### src/rtl/rpn_pkg.sv
// rpn_executor shared types: opcodes, FSM states, widths.
// STACK_FULL is shared with the entry block.
package rpn_pkg;

  localparam int W     = 8;
  localparam int RES_W = 2 * W;

  localparam logic [1:0] STACK_FULL = 2'd3;

  localparam logic [W-1:0] OP_ADD = 8'h00;
  localparam logic [W-1:0] OP_SUB = 8'h01;
  localparam logic [W-1:0] OP_MUL = 8'h02;
  localparam logic [W-1:0] OP_DIV = 8'h03;
  localparam logic [W-1:0] OP_AND = 8'h04;
  localparam logic [W-1:0] OP_OR  = 8'h05;
  localparam logic [W-1:0] OP_XOR = 8'h06;

  typedef enum logic [1:0] {
    IDLE,
    EXEC,
    DONE
  } state_t;

endpackage

### src/rtl/rpn_executor_if.sv
// Stack-read / result bundle between entry block, executor and display.
// master = stack/display side, slave = executor.
interface rpn_executor_if;
  import rpn_pkg::*;

  logic [W-1:0]     T0;
  logic [W-1:0]     T1;
  logic [W-1:0]     T2;
  logic [1:0]       Contador;
  logic             start;
  logic             busy;
  logic             done;
  logic             erro;
  logic [RES_W-1:0] Resultado;
  logic [W-1:0]     Resto;
  logic             flag_z;
  logic             flag_c;
  logic             flag_v;

  modport master (
    output T0, T1, T2, Contador, start,
    input  busy, done, erro, Resultado, Resto,
    input  flag_z, flag_c, flag_v
  );

  modport slave (
    input  T0, T1, T2, Contador, start,
    output busy, done, erro, Resultado, Resto,
    output flag_z, flag_c, flag_v
  );

endinterface

### src/rtl/rpn_seq_muldiv.sv
// Iterative shift-add multiplier / restoring divider, one step per clock.
// fin marks the cycle whose next-step value is the final result.
module rpn_seq_muldiv
  import rpn_pkg::*;
#(
  parameter int ITER = W
) (
  input  logic             Clk,
  input  logic             Rst,
  input  logic             go,
  input  logic             is_div,
  input  logic [W-1:0]     a,
  input  logic [W-1:0]     b,
  output logic             fin,
  output logic [RES_W-1:0] prod_quot,
  output logic [W-1:0]     rem
);

  localparam int CW = $clog2(ITER) + 1;

  logic             run;
  logic             div_q;
  logic [CW-1:0]    cnt;
  logic [W-1:0]     m;
  logic [RES_W-1:0] acc;
  logic [RES_W-1:0] acc_n;
  logic [W:0]       sum;
  logic [W:0]       sh;
  logic [W+1:0]     df;

  // acc = {hi, lo}: mul {partial, multiplier}, div {remainder, quotient}
  always_comb begin
    sum = {1'b0, acc[RES_W-1:W]}
        + (acc[0] ? {1'b0, m} : '0);
    sh  = {acc[RES_W-1:W], acc[W-1]};
    df  = {1'b0, sh} - {2'b0, m};
    acc_n = acc;
    if (div_q) begin
      if (!df[W+1])
        acc_n = {df[W-1:0], acc[W-2:0], 1'b1};
      else
        acc_n = {sh[W-1:0], acc[W-2:0], 1'b0};
    end else begin
      acc_n = {sum, acc[W-1:1]};
    end
  end

  assign fin = run && (cnt == CW'(ITER - 1));

  assign prod_quot = div_q ?
    {{W{1'b0}}, acc_n[W-1:0]} : acc_n;
  assign rem = div_q ? acc_n[RES_W-1:W] : '0;

  always_ff @(posedge Clk or posedge Rst) begin
    if (Rst) begin
      run   <= 1'b0;
      div_q <= 1'b0;
      cnt   <= '0;
      m     <= '0;
      acc   <= '0;
    end else if (go) begin
      run   <= 1'b1;
      div_q <= is_div;
      cnt   <= '0;
      m     <= is_div ? b : a;
      acc   <= {{W{1'b0}}, is_div ? a : b};
    end else if (run) begin
      acc <= acc_n;
      cnt <= cnt + 1'b1;
      if (fin)
        run <= 1'b0;
    end
  end

endmodule

### src/rtl/rpn_executor.sv
// RPN evaluator: A op B from the entry stack, registered result + done.
// Optional status flags built only when RPN_FLAGS_EN is defined.
module rpn_executor
  import rpn_pkg::*;
#(
  parameter int ITER = W
) (
  input  logic Clk,
  input  logic Rst,
  rpn_executor_if.slave bus
);

  state_t state;
  state_t state_n;

  logic [W-1:0]     a;
  logic [W-1:0]     b;
  logic [W-1:0]     op;
  logic             accept;
  logic             complete;
  logic             fin;
  logic [RES_W-1:0] mq;
  logic [W-1:0]     mr;
  logic [W:0]       sum;
  logic [W:0]       diff;
  logic [RES_W-1:0] res_n;
  logic [W-1:0]     rem_n;
  logic             err_n;
  logic [RES_W-1:0] res_q;
  logic [W-1:0]     rem_q;
  logic             err_q;
  logic             done_q;

  assign accept = (state == IDLE) && bus.start
               && (bus.Contador == STACK_FULL);

  rpn_seq_muldiv #(.ITER(ITER)) u_muldiv (
    .Clk       (Clk),
    .Rst       (Rst),
    .go        (accept),
    .is_div    (bus.T0 == OP_DIV),
    .a         (bus.T2),
    .b         (bus.T1),
    .fin       (fin),
    .prod_quot (mq),
    .rem       (mr)
  );

  assign sum  = {1'b0, a} + {1'b0, b};
  assign diff = {1'b0, a} - {1'b0, b};

  always_comb begin
    res_n    = '0;
    rem_n    = '0;
    err_n    = 1'b0;
    complete = 1'b1;
    unique case (1'b1)
      op == OP_ADD:
        res_n = {{(RES_W-W-1){1'b0}}, sum};
      op == OP_SUB:
        res_n = {{(RES_W-W-1){1'b0}}, diff};
      op == OP_MUL: begin
        res_n    = mq;
        complete = fin;
      end
      op == OP_DIV && b == '0: begin
        res_n = {{W{1'b0}}, {W{1'b1}}};
        rem_n = a;
        err_n = 1'b1;
      end
      op == OP_DIV && b != '0: begin
        res_n    = mq;
        rem_n    = mr;
        complete = fin;
      end
      op == OP_AND:
        res_n = {{W{1'b0}}, a & b};
      op == OP_OR:
        res_n = {{W{1'b0}}, a | b};
      op == OP_XOR:
        res_n = {{W{1'b0}}, a ^ b};
      default:
        err_n = 1'b1;
    endcase
  end

  always_comb begin
    state_n = state;
    unique case (state)
      IDLE:    if (accept) state_n = EXEC;
      EXEC:    if (complete) state_n = DONE;
      DONE:    state_n = IDLE;
      default: state_n = IDLE;
    endcase
  end

  always_ff @(posedge Clk or posedge Rst) begin
    if (Rst)
      state <= IDLE;
    else
      state <= state_n;
  end

  always_ff @(posedge Clk or posedge Rst) begin
    if (Rst) begin
      a      <= '0;
      b      <= '0;
      op     <= '0;
      res_q  <= '0;
      rem_q  <= '0;
      err_q  <= 1'b0;
      done_q <= 1'b0;
    end else begin
      done_q <= 1'b0;
      if (accept) begin
        a     <= bus.T2;
        b     <= bus.T1;
        op    <= bus.T0;
        err_q <= 1'b0;
      end else if (state == EXEC && complete) begin
        res_q  <= res_n;
        rem_q  <= rem_n;
        err_q  <= err_n;
        done_q <= 1'b1;
      end
    end
  end

  assign bus.busy      = (state == EXEC);
  assign bus.done      = done_q;
  assign bus.erro      = err_q;
  assign bus.Resultado = res_q;
  assign bus.Resto     = rem_q;

`ifdef RPN_FLAGS_EN
  logic c_n;
  logic v_n;
  logic fz;
  logic fc;
  logic fv;

  // carry is bit W of the 9-bit sum/difference (borrow for SUB)
  always_comb begin
    c_n = 1'b0;
    v_n = 1'b0;
    if (op == OP_ADD) begin
      c_n = sum[W];
      v_n = (a[W-1] == b[W-1])
         && (sum[W-1] != a[W-1]);
    end else if (op == OP_SUB) begin
      c_n = diff[W];
      v_n = (a[W-1] != b[W-1])
         && (diff[W-1] != a[W-1]);
    end
  end

  always_ff @(posedge Clk or posedge Rst) begin
    if (Rst) begin
      fz <= 1'b0;
      fc <= 1'b0;
      fv <= 1'b0;
    end else if (accept) begin
      fz <= 1'b0;
      fc <= 1'b0;
      fv <= 1'b0;
    end else if (state == EXEC && complete) begin
      fz <= (res_n == '0);
      fc <= c_n;
      fv <= v_n;
    end
  end

  assign bus.flag_z = fz;
  assign bus.flag_c = fc;
  assign bus.flag_v = fv;
`else
  assign bus.flag_z = 1'b0;
  assign bus.flag_c = 1'b0;
  assign bus.flag_v = 1'b0;
`endif

endmodule
### src/flat_wrapper.sv
// flat-port wrapper written by rule: the top's interface ports become plain ports
module rpn_executor_flat import rpn_pkg::*;
#(
  parameter int ITER = W
)
  (Clk, Rst, bus_T0, bus_T1, bus_T2, bus_Contador, bus_start, bus_busy, bus_done, bus_erro, bus_Resultado, bus_Resto, bus_flag_z, bus_flag_c, bus_flag_v);
  rpn_executor_if bus_i ();
  input  logic Clk;
  input  logic Rst;
  input wire logic [$bits(bus_i.T0)-1:0] bus_T0;
  input wire logic [$bits(bus_i.T1)-1:0] bus_T1;
  input wire logic [$bits(bus_i.T2)-1:0] bus_T2;
  input wire logic [$bits(bus_i.Contador)-1:0] bus_Contador;
  input wire logic [$bits(bus_i.start)-1:0] bus_start;
  output wire logic [$bits(bus_i.busy)-1:0] bus_busy;
  output wire logic [$bits(bus_i.done)-1:0] bus_done;
  output wire logic [$bits(bus_i.erro)-1:0] bus_erro;
  output wire logic [$bits(bus_i.Resultado)-1:0] bus_Resultado;
  output wire logic [$bits(bus_i.Resto)-1:0] bus_Resto;
  output wire logic [$bits(bus_i.flag_z)-1:0] bus_flag_z;
  output wire logic [$bits(bus_i.flag_c)-1:0] bus_flag_c;
  output wire logic [$bits(bus_i.flag_v)-1:0] bus_flag_v;
  assign bus_i.T0 = bus_T0;
  assign bus_i.T1 = bus_T1;
  assign bus_i.T2 = bus_T2;
  assign bus_i.Contador = bus_Contador;
  assign bus_i.start = bus_start;
  assign bus_busy = bus_i.busy;
  assign bus_done = bus_i.done;
  assign bus_erro = bus_i.erro;
  assign bus_Resultado = bus_i.Resultado;
  assign bus_Resto = bus_i.Resto;
  assign bus_flag_z = bus_i.flag_z;
  assign bus_flag_c = bus_i.flag_c;
  assign bus_flag_v = bus_i.flag_v;
  rpn_executor #(.ITER(ITER)) u_core (.Clk(Clk), .Rst(Rst), .bus(bus_i));
endmodule
### config.mk
export PLATFORM = sky130hd
export DESIGN_NAME = rpn_executor_flat
export DESIGN_NICKNAME = d
export VERILOG_FILES = /design/src/rtl/rpn_pkg.sv /design/src/rtl/rpn_executor_if.sv /design/src/rtl/rpn_seq_muldiv.sv /design/src/rtl/rpn_executor.sv /design/src/flat_wrapper.sv
export SDC_FILE = /design/constraint.sdc
export NUM_CORES = 1
export LEC_CHECK = 0
export CORE_MARGIN = 3
export CORE_UTILIZATION = 35
export DETAILED_ROUTE_END_ITERATION = 7
export MAX_ROUTING_LAYER = met4
export PLACE_DENSITY_LB_ADDON = 0.1
export SLEW_MARGIN = 10
export SYNTH_ARGS = -nofsm -noshare
export SYNTH_HDL_FRONTEND = slang
export SYNTH_SLANG_ARGS = --single-unit
### constraint.sdc
create_clock -name Clk -period 4 [get_ports Clk]
set_input_delay 0.8 -clock Clk [delete_from_list [all_inputs] [get_ports Clk]]
set_output_delay 0.8 -clock Clk [all_outputs]
set_load 0.02 [all_outputs]
# After elaboration in Yosys (flattened, before gate mapping)
# Cells that the tools add are included.
[word_totals]
regBits = 82
input_bits = 29
out_inout_bits = 30
word_cells = 75
[classes]
reduce_logical = 16
mux = 25
n_bitwise = 4
eq_ne = 12
n_addsub = 5
[op_table]
columns = ["op", "n"]
rows = [
  ["case mux 16 bit (7 select lines)", 1],
  ["two-way mux 16 bit", 5],
  ["two-way mux 8 bit", 4],
  ["== test 8 x 2 -> 1 bit, second input constant", 3],
  ["== test 8 x 3 -> 1 bit, second input constant", 3],
  ["logical NOT 8 bit", 2],
  ["case mux 8 bit (2 select lines)", 1],
  ["subtractor 9 x 8 -> 10 bit", 1],
  ["adder 8 x 8 -> 9 bit", 1],
  ["adder 8 x 9 -> 9 bit", 1],
  ["two-way mux 1 bit", 9],
  ["subtractor 8 x 8 -> 9 bit", 1],
  ["bitwise AND 8 bit", 1],
  ["== test 8 x 1 -> 1 bit, second input constant", 1],
  ["two-way mux 4 bit", 2],
  ["bitwise OR 8 bit", 1],
  ["nonzero test 8 bit", 1],
  ["XOR 8 bit", 1],
  ["OR reduction 7 bit", 1],
  ["logical AND 1 bit", 6],
  ["adder 4 x 1 -> 4 bit, second input constant", 1],
  ["== test 4 x 3 -> 1 bit, second input constant", 1],
  ["two-way mux 2 bit", 2],
  ["!= test 2 x 1 -> 1 bit, second input constant", 2],
  ["other kinds (8)", 10],
]

# Logic depth before layout (Yosys ltp)
# Gate-level depths: netlist (run 1).
[depth]
ltp_word = 7
depth_mapped = 13
depth_no_buf = 13

# Hierarchy
# Synthesis (run 1) repeated with hierarchy kept, for this count alone.
[hier_totals]
hier_cells = 602
area_unflattened_um2 = 5614.1
[by_module_without_submodules]
columns = ["mod", "seq_area_each_um2", "cells_each", "area_per_inst_um2", "n_inst"]
rows = [
  ["rpn_executor", 1301.2, 335, 3246.9, 1],
  ["rpn_seq_muldiv", 750.7, 267, 2367.3, 1],
]

# Worst setup path before layout (run 1)
# OpenSTA, ideal clock, no wires.
[synth_path]
path_type = "reg-to-reg"
from = "reg u_core.op[3]"
to = "reg u_core.res_q[8], in the netlist u_core.bus.Resultado[8]"
required_ps = 3918
path_stages_with_launch = 13
setup_time_ps = 82
period_less_slack_ps = 3055
arrival_time_ps = 2973
path_buffers = 0
setup_slack_ps = 945
cell_sequence = "dfrtp_1 nor3_2 nand2_2 nor4_1 mux2i_1 fa_1 a21o_1 a211oi_1 o21bai_1 a21o_1 a21oi_1 nand3b_1 a31oi_1"
[synth_between]
elab_chain_cells = 6
elab_cells_between_ends = 14
cone_classes = "eq/ne: 6; mux: 2; reduce/logical: 6"
[synth_rtl]
columns = ["item", "line", "source"]
rows = [
  ["start: declaration", "rpn_executor.sv:18", "logic [W-1:0] op;"],
  ["start signal: assignment", "rpn_executor.sv:118", "op <= bus.T0;"],
  ["== test 8 x 2 -> 1 bit", "rpn_executor.sv:66, rpn_executor.sv:71", ""],
  ["logical AND 1 bit", "rpn_executor.sv:71", "op == OP_DIV && b != '0: begin"],
  ["OR reduction 2 bit (no line)", "--", ""],
  ["two-way mux 1 bit", "rpn_executor.sv:57", "unique case (1'b1)"],
  ["logical AND 1 bit", "rpn_executor.sv:120", "end else if (state == EXEC && complete) begin"],
  ["AND reduction 2 bit (no line)", "--", ""],
  ["end signal: assignment", "rpn_executor.sv:121", "res_q <= res_n;"],
  ["end: declaration", "rpn_executor.sv:29", "logic [RES_W-1:0] res_q;"],
]
# Parallel ways exist; a longest one is shown, timed or not.
# A chain may end at the register's enable or synchronous reset.

# Worst setup path in the final report (run 1)
[layout_path]
from = "reg u_core.op[3]"
to = "reg u_core.res_q[7], in the netlist u_core.bus.Resultado[7]"
# The elaborated chain is that of the path after synthesis.

==> qor.yml, run 1 <==
whs_ps: 474
power.leakage_nw: 2.96
cts_tree: "done"
async_flop_share_pct: 100
path_cells: "nor3_2 -> nand2_2 -> nor3_1 -> nand2_1 -> o31ai_1 -> xnor2_1 -> ha_1 -> o21ai_0 -> a21oi_1 -> o41ai_1 -> xnor2_1 -> nand2_1 -> a31oi_1"
final_cells: 888
num-fill-cells: 1571
syn_to_final_growth_pct: 18.2
cts_root_buffer: "clkbuf_16"
path_class: "reg2reg"
use_met2_pct: 28.4
synth_area_leaders: "dfrtp_1 37%, ha_1 9.5%, mux2i_1 6.2%, nand2_1 5.8%, o21ai_0 5.7%"
synth_top_family_by_area: "compound AO/OA/AOI/OAI gates"
grt_overflow_total: 0
vias: 4671
post_cts_buffers: 0
totalWireLength_mm: 16.4
drt_iter0_markers: 393
cellPowerDensity_nw_per_um2: 698
synthDistinctLibCells: 70
crit_arrival_ps: 3560
reg2reg_depth: 13
placedCellCount: 872
grtUsageMet1_pct: 28.8
hold_path_end: "u_core.bus.Resultado[2]"
fin_util_pct: 42.7
fin_ws_ps: 706
synth_mux_area_share_pct: 6.16
postSynthCellCount: 627
gp_congestion: 0.887
drt-pass1-iter-count: 4
holdCritStartpoint: "u_core.bus.Resultado[2]"
drive_gt1_share_pct: 6.20
synth_fa_ha_area_share_pct: 10.6
reg2reg_from: "u_core.op[3]"
setup_viol: 0
ys.flop_type: "dfrtp_1"
rsz0062_at_grt: "no"
grtUsageMet3_pct: 3.25
whs_path_depth: 2
tightest_slew_ps: 1090
drv_cap: 0
yosys.area.top_type_share_pct: 37.1
vias_per_cell: 5.26
synthSimpleGateAreaFrac_pct: 16.5
num_antenna_cells: 0
syn-cell-area_sq_um: 5530
synth_compound_area_share_pct: 19.9
crit_required_ps: 4270
synth_xor_area_share_pct: 3.17
synth_edf_count: 0
post-route-drc-count: 0
worst-path-buf-inv: 0
place_hpwl_mm: 12.7
antenna_found_initial: 0
nets: 746
grt_busiest_layer: "met1"
wl_per_cell_um: 18.4
synth_top_area_cell: "dfrtp_1"
min_period_ps: 3290
place_area_sq_um: 6220
crit_family: "simple AND/OR/NAND/NOR gates"
r2r-end: "u_core.bus.Resultado[7]"
ant_nets: 0
fin_crit_sh_pct: 82.4
synth_seq_cells: 82
port_buffers: 55
fin_setup_tns_ps: 0
hold_class: "reg2reg"
dpl_worst_slack_ps: 711
clk_transition_reported_paths_ps: 70
initial_utilization_pct: 36.1
grt_pass1_vias: 4587
insertion_delay_ps: 340
yosys_warnings: 0
ios: 59
die_x_um: 132
critPathCaptureType: "flop"
clock-sinks: 82
relSlewSlack_pct: 27.4
grt_util_all_layers_pct: 19.7
crit_path_top_delay_cell: "nor3_1"
ctsHoldBuffers: 0
grt_pass1_wl_mm: 26.1
startpoint_type: "flop"
cts_max_level: 3
yosysSeqAreaShare_pct: 37.1
cts_inserted_buffers: 9
status: "complete, no violations"
irDropWorstVdd_mv: 0.228
core.rowCount: 45
syn_avg_cell_area_sq_um: 8.81
path_max_fanout: 10
clock_skew_ps: 6.90
core_area_sq_um: 15300
drv_slew: 0
fmax_mhz: 304
r2r_setup_slack_ps: 710
finish.instance_area_sq_um: 6530
power_mw: 4.56
die_area_sq_um: 17300
max_stage_delay_ps: 610
cts_resized: 0
hold_viol: 0
max-clock-path-buffers: 2
fp.dieH_um: 132
grt_max_degree: 53
cells in the final DEF (no fill, tap or decap), types with 3 or more instances in the layout:
cell,count
nor2_1,46
clkinv_4,3
clkbuf_16,9
a31oi_1,12
or3_1,3
buf_4,10
dfrtp_1,82
fa_1,3
o21a_1,5
a21oi_1,31
xnor2_1,14
nand3_1,8
mux2i_1,34
and3_1,3
a22o_1,3
o21ai_0,63
o22ai_1,15
a211oi_1,3
nor2b_1,7
o31ai_1,4
nand4_1,6
o211ai_1,12
nand2_1,86
and2_1,8
conb_1,3
inv_1,39
ha_1,42
xor2_1,6
clkdlybuf4s50_1,55
a22oi_1,3
a21o_1,4
nor3_1,6
how the worst max path moves through the flow:
stage                      start                      end  cells after the start  slack, ps
finish              u_core.op[3]  u_core.bus.Resultado[7]                     13        710
global route        u_core.op[3]  u_core.bus.Resultado[7]                     13        350
CTS                 u_core.op[3]  u_core.bus.Resultado[7]                     13        690
detailed placement  u_core.op[3]  u_core.bus.Resultado[7]                     13        710
global placement    u_core.op[3]  u_core.bus.Resultado[7]                     13        850
floorplan           u_core.op[3]  u_core.bus.Resultado[8]                     12        950
Yosys cell counts (all sizes together), types with 7 or more instances:
library cell	count
buf	14
o21ai	65
ha	42
nor2	47
clkbuf	19
a31oi	12
dfrtp	82
mux2i	34
xnor2	14
o211ai	13
nor3	7
nand4	7
and2	9
nand3	8
o22ai	15
inv	40
a21oi	31
nand2	87
nor2b	7
cell families after synthesis:
logic type      Yosys count
fa+ha+maj                45
xor+xnor                 20
mux                      34
flops                    82
buf+inv                  74
simple gates            193
compound gates          178
other cells               1
routing by layer:
| layer | share of wire (%) | up-vias |
|---|---|---|
| li1 | - | 2307 |
| met4 | 1.7 | 0 |
| met1 | 49 | 2209 |
| met2 | 44 | 138 |
| met3 | 5.7 | 17 |
| met5 | 0 | - |
report_power, final:
part           internal (mW)  leakage, nW  switching (mW)  total (mW)
combinational          0.986         1.79            1.29        2.28
sequential              1.08         1.02           0.324        1.41
clock                  0.495        0.149           0.376       0.871
total                   2.56         2.96            1.99        4.56
layout make-up:
type	count	area (sq um)	area share, %
multi-input cells	473	3120	47.8
flip-flops and latches	82	2050	31.4
repair buffers	65	626	9.57
well taps	211	264	4.04
clock buffers	9	225	3.45
inverters	41	160	2.45
clock inverters	7	83.8	1.28
worst min-delay path, cell delays in order, from the launching register on:
cell and delay (ps):
dfrtp_1 340, nand2_1 50, nand2_1 50
state kept, by name, indices dropped and copies added, names as in the netlist:
signal,cells
u_core.u_muldiv.run,1
u_core.u_muldiv.cnt,4
u_core.op,8
u_core.bus.done,1
u_core.a,8
u_core.b,8
u_core.u_muldiv.acc,16
u_core.u_muldiv.m,8
u_core.bus.Resultado,16
u_core.u_muldiv.div_q,1
u_core.bus.erro,1
u_core.state,2
u_core.bus.Resto,8
No activity file was read; power rests on OpenSTA's default activity.
==> run 2: changes to the inputs <==
Clock period 4 ns to 2.8 ns, I/O delays scaled along.
==> run 2 against run 1 <==
Net effect:
- clock power increased by 57%
- clock skew down 2.9 ps
- global-route usage is 0.050 points lower
- hold slack gained 2.1 ps
- first-iteration DRC count is 1.3% higher
- final cell count increased by 2.8%
- count of clock-buffer cells in the layout up 1
- maximum frequency up 18%
==> qor.yml, run 2 (synthesis gave the netlist of run 1 again) <==
grt_pass1_wl_mm: 26.1
core.rowCount: 45
wl_per_cell_um: 18.4
cts_inserted_buffers: 9
antenna_found_initial: 0
initial_utilization_pct: 36.1
path_max_fanout: 3
crit_family: "simple AND/OR/NAND/NOR gates"
drv_cap: 0
fp.dieH_um: 132
rsz0062_at_grt: "yes"
placedCellCount: 891
place_area_sq_um: 6420
clock-sinks: 82
die_x_um: 132
power_mw: 7.16
syn_to_final_growth_pct: 25.2
tightest_slew_ps: 546
drt-pass1-iter-count: 5
core_area_sq_um: 15300
vias_per_cell: 5.34
num_antenna_cells: 0
cts_root_buffer: "clkbuf_16"
die_area_sq_um: 17300
gp_congestion: 0.883
grt_max_degree: 50
cts_tree: "done"
place_hpwl_mm: 12.8
insertion_delay_ps: 350
finish.instance_area_sq_um: 6920
port_buffers: 55
relSlewSlack_pct: 63.6
grt_pass1_vias: 4730
hold_viol: 0
worst-path-buf-inv: 2
totalWireLength_mm: 16.8
drive_gt1_share_pct: 11.8
cts_max_level: 3
fmax_mhz: 359
crit_arrival_ps: 3070
hold_class: "reg2reg"
crit_required_ps: 3090
post-route-drc-count: 0
clock_skew_ps: 4.05
dpl_worst_slack_ps: -10.2
max_stage_delay_ps: 390
final_common_cell: "nand2_1"
fin_crit_sh_pct: 99.4
path_class: "reg2reg"
ctsHoldBuffers: 0
fin_ws_ps: 16.3
grt_util_all_layers_pct: 19.7
cellPowerDensity_nw_per_um2: 1040
drv_slew: 0
startpoint_type: "flop"
irDropWorstVdd_mv: 0.376
nets: 774
status: "complete, no violations"
min_period_ps: 2780
fin_setup_tns_ps: 0
grt_overflow_total: 0
power.leakage_nw: 3.15
final_cells: 913
crit_path_top_delay_cell: "dfrtp_1"
layout_common_cells: "86 x nand2_1, 82 x dfrtp_1, 61 x o21ai_0"
path_cells: "nor3_2 -> nand2_2 -> nor4_4 -> mux2i_2 -> buf_4 -> fa_2 -> a21o_1 -> buf_4 -> a21oi_2 -> xnor2_1 -> a22oi_1 -> o221ai_1 -> nand2_1 -> nand2_1"
critPathCaptureType: "flop"
ios: 59
setup_viol: 0
drt_iter0_markers: 398
ant_nets: 0
clk_transition_reported_paths_ps: 60
max-clock-path-buffers: 2
vias: 4872
-- run 2: cell count changes in the layout (fill, tap and decap cells not counted), moves of 3 or more --
cell / delta
buf_4: +24
a21oi_1: -4
a21oi_2: +4
buf_12: +3
-- run 2: layer usage --
layer	vias to the layer above	GRT usage [%]	share of wire, %
li1	2352	-	-
met2	135	30.0	46
met4	0	4.73	0.92
met3	9	3.83	5.0
met1	2376	27.0	48
met5	-	-	0
-- run 2: path summary, 6_finish.rpt --
path                            depth (start not counted)  slack (ps)                       to          from
worst min register to register                          2         480             u_core.op[4]  u_core.op[4]
max in group asynchronous                               3        1660   u_core.u_muldiv.acc[9]           Rst
worst min-delay path                                    2         480             u_core.op[4]  u_core.op[4]
min in group asynchronous                               2         520          u_core.bus.done           Rst
worst max-delay path                                   14          20  u_core.bus.Resultado[4]  u_core.op[3]
worst max register to register                         14          20  u_core.bus.Resultado[4]  u_core.op[3]
-- run 2: worst reg2reg max path, cell delays in order, from the launching register on --
cell and delay (ps):
dfrtp_1 390, nor3_2 220, nand2_2 110, nor4_4 250
mux2i_2 130, buf_4 150, fa_2 370, a21o_1 220
buf_4 140, a21oi_2 140, xnor2_1 140, a22oi_1 90
o221ai_1 220, nand2_1 90, nand2_1 70
-- run 2: cell type report --
type                    count  area (sq um)
fillers                  1535          8400
multi-input cells         473          3240
flip-flops and latches     82          2050
repair buffers             93           877
well taps                 211           264
clock buffers              10           239
inverters                  41           160
clock inverters             3          90.1
-- run 2: power by group --
part / total, mW / switching, mW / internal, mW
clock network: 1.37 / 0.489 / 0.881
logic: 3.87 / 2.14 / 1.73
registers: 1.92 / 0.374 / 1.55
-- run 2: per-stage QoR --
step | hold slack, ps | utilization [%]
after global routing | 512 | 45.2
after detailed placement | 463 | 41.9
after CTS | 480 | 44.4
after global placement | 467 | 41.9
after floorplan | 446 | -
final | 476 | 45.2
-- run 2: what timing repair did --
action                     4_1_cts  5_1_grt
setup buffers                    3        7
pin swaps                        5       24
cloned                           0        0
setup endpoints to repair        2       16
gates resized for setup          6       16
==> run 3: changes to the inputs <==
Settings changed: CORE_UTILIZATION 35 to 52.
==> run 3 against run 2 <==
Net effect:
- the run now ends with negative setup slack left
- clock power shrank 39%
- die area shrank 31%
- first-iteration DRC count grew 22%
- sequential power is essentially flat
- register-to-register slack lost 30 ps
- clock skew grew 8.2 ps
- via count is essentially flat
- global-route usage grew 8.0 points
- critical path depth shrank 1
- non-clock buffer count shrank 8
- critical path type unchanged
- largest power group unchanged
==> qor.yml, run 3 (synthesis gave the netlist of run 1 again) <==
final_common_cell: "nand2_1"
wl_per_cell_um: 18.4
die_area_sq_um: 11900
cts_inserted_buffers: 9
irDropWorstVdd_mv: 0.448
path_cells: "nor3_2 -> nand2_2 -> nor4_4 -> mux2i_2 -> buf_4 -> fa_2 -> a21o_1 -> a211oi_2 -> o21bai_1 -> a21o_1 -> a21oi_2 -> nand3b_1 -> a31oi_1"
path_class: "reg2reg"
crit_path_top_delay_cell: "dfrtp_1"
final_cells: 833
clock-sinks: 82
core.rowCount: 37
vias_per_cell: 5.85
r2r_setup_slack_ps: -10
clock_skew_ps: 12.2
fp.dieH_um: 109
die_x_um: 109
drive_gt1_share_pct: 10.9
layout_common_cells: "85 x nand2_1, 82 x dfrtp_1, 59 x o21ai_0"
placedCellCount: 808
port_buffers: 55
drv_cap: 0
crit_family: "compound AO/OA/AOI/OAI gates"
hold_viol: 0
grt_pass1_vias: 4705
place_hpwl_mm: 11.3
min_period_ps: 2810
vias: 4874
antenna_found_initial: 0
path_max_fanout: 3
fin_ws_ps: -12.0
max-clock-path-buffers: 2
grt_util_all_layers_pct: 27.7
hold_path_end: "u_core.bus.Resultado[4]"
gp_congestion: 0.959
crit_required_ps: 3100
reg2reg_from: "u_core.op[3]"
startpoint_type: "flop"
fin_util_pct: 63.9
setup_viol: 1
fin_crit_sh_pct: 100
critPathCaptureType: "flop"
grt_pass1_wl_mm: 24.4
grt_max_degree: 83
max_stage_delay_ps: 400
drt_iter0_markers: 484
ios: 59
grt_overflow_total: 0
drt-pass1-iter-count: 5
whs_path_depth: 2
worst-path-buf-inv: 1
cts_max_level: 3
initial_utilization_pct: 53.5
totalWireLength_mm: 15.3
tightest_slew_ps: 508
cellPowerDensity_nw_per_um2: 979
insertion_delay_ps: 380
nets: 766
num_antenna_cells: 0
relSlewSlack_pct: 65.9
core_area_sq_um: 10300
crit_arrival_ps: 3120
drv_slew: 0
status: "complete, but fails checks"
fin_setup_tns_ps: -12.0
rsz0062_at_grt: "yes"
cts_root_buffer: "clkbuf_8"
holdCritStartpoint: "u_core.bus.Resultado[4]"
hold_class: "reg2reg"
syn_to_final_growth_pct: 19.3
violations: "negative setup slack"
cpMostUsedCell: "a21o_1"
power.leakage_nw: 3.02
cts_tree: "done"
clk_transition_reported_paths_ps: 100
post-route-drc-count: 0
reg2reg_depth: 13
fmax_mhz: 356
r2r-end: "u_core.bus.Resultado[8]"
ant_nets: 0
power_mw: 6.45
run 3: changes by cell type in the layout (fill, tap and decap cells not counted), moves of 2 or more:
cell	previous run	this run
o21ai_0	61	59
buf_4	34	27
a21oi_2	4	2
bufinv_16	3	0
clkbuf_8	1	9
clkinvlp_4	0	2
clkbuf_16	9	0
a21oi_1	27	29
o21ai_1	1	4
clkinv_4	1	4
run 3: report_power, final:
| part | switching (mW) | total (mW) | leakage [nW] | internal [mW] |
|---|---|---|---|---|
| clock | 0.506 | 0.839 | 0.0846 | 0.334 |
| combinational | 2.09 | 3.71 | 1.92 | 1.62 |
| sequential | 0.361 | 1.91 | 1.02 | 1.55 |
| total | 2.95 | 6.45 | 3.02 | 3.50 |
run 3: worst max path at each step:
stage | start | cells past startpoint | slack [ps] | end
after global placement | u_core.op[3] | 12 | 20 | u_core.bus.Resultado[8]
final | u_core.op[3] | 13 | -10 | u_core.bus.Resultado[8]
after CTS | u_core.op[7] | 13 | -10 | u_core.bus.Resultado[8]
after floorplan | u_core.op[3] | 13 | 8 | u_core.bus.Resultado[7]
after global routing | u_core.op[3] | 13 | -170 | u_core.bus.Resultado[8]
after detailed placement | u_core.op[3] | 12 | -20 | u_core.bus.Resultado[8]
run 3: metal layers:
layer	track usage (%)	vias to the layer above	part of all wire [%]
li1	-	2347	-
met1	39.0	2309	46
met2	40.4	181	45
met3	5.39	37	6.7
met4	8.57	0	2.9
met5	-	-	0
run 3: cell type report:
type                            instances  area, sq um
Multi-Input combinational cell        473         3220
Inverter                               41          160
Sequential cell                        82         2050
Clock buffer                           10          128
Fill cell                             887         3730
Clock inverter                          6         52.6
Tap cell                              136          170
Timing Repair Buffer                   85          813
run 3: repair_timing:
action | in CTS | in global routing
hold buffers | 0 | 0
buffers inserted | 2 | 7
gates resized for setup | 7 | 14
pin swaps | 12 | 13
setup endpoints to repair | 1 | 17
run 3: worst min-delay path, stage by stage (launching register included):
cell,delay (ps)
dfrtp_1,350
nand2_1,60
nand2_1,50
run 3: metrics by stage:
step           hold WS, ps  setup slack, ps  instance area [sq um]
2_1_floorplan          446             8.08                   5550
3_3_place_gp           455             24.7                   6270
3_5_place_dp           462            -22.0                   6270
4_1_cts                484            -12.0                   6480
5_1_grt                514             -169                   6590
6_report               478            -12.0                   6590
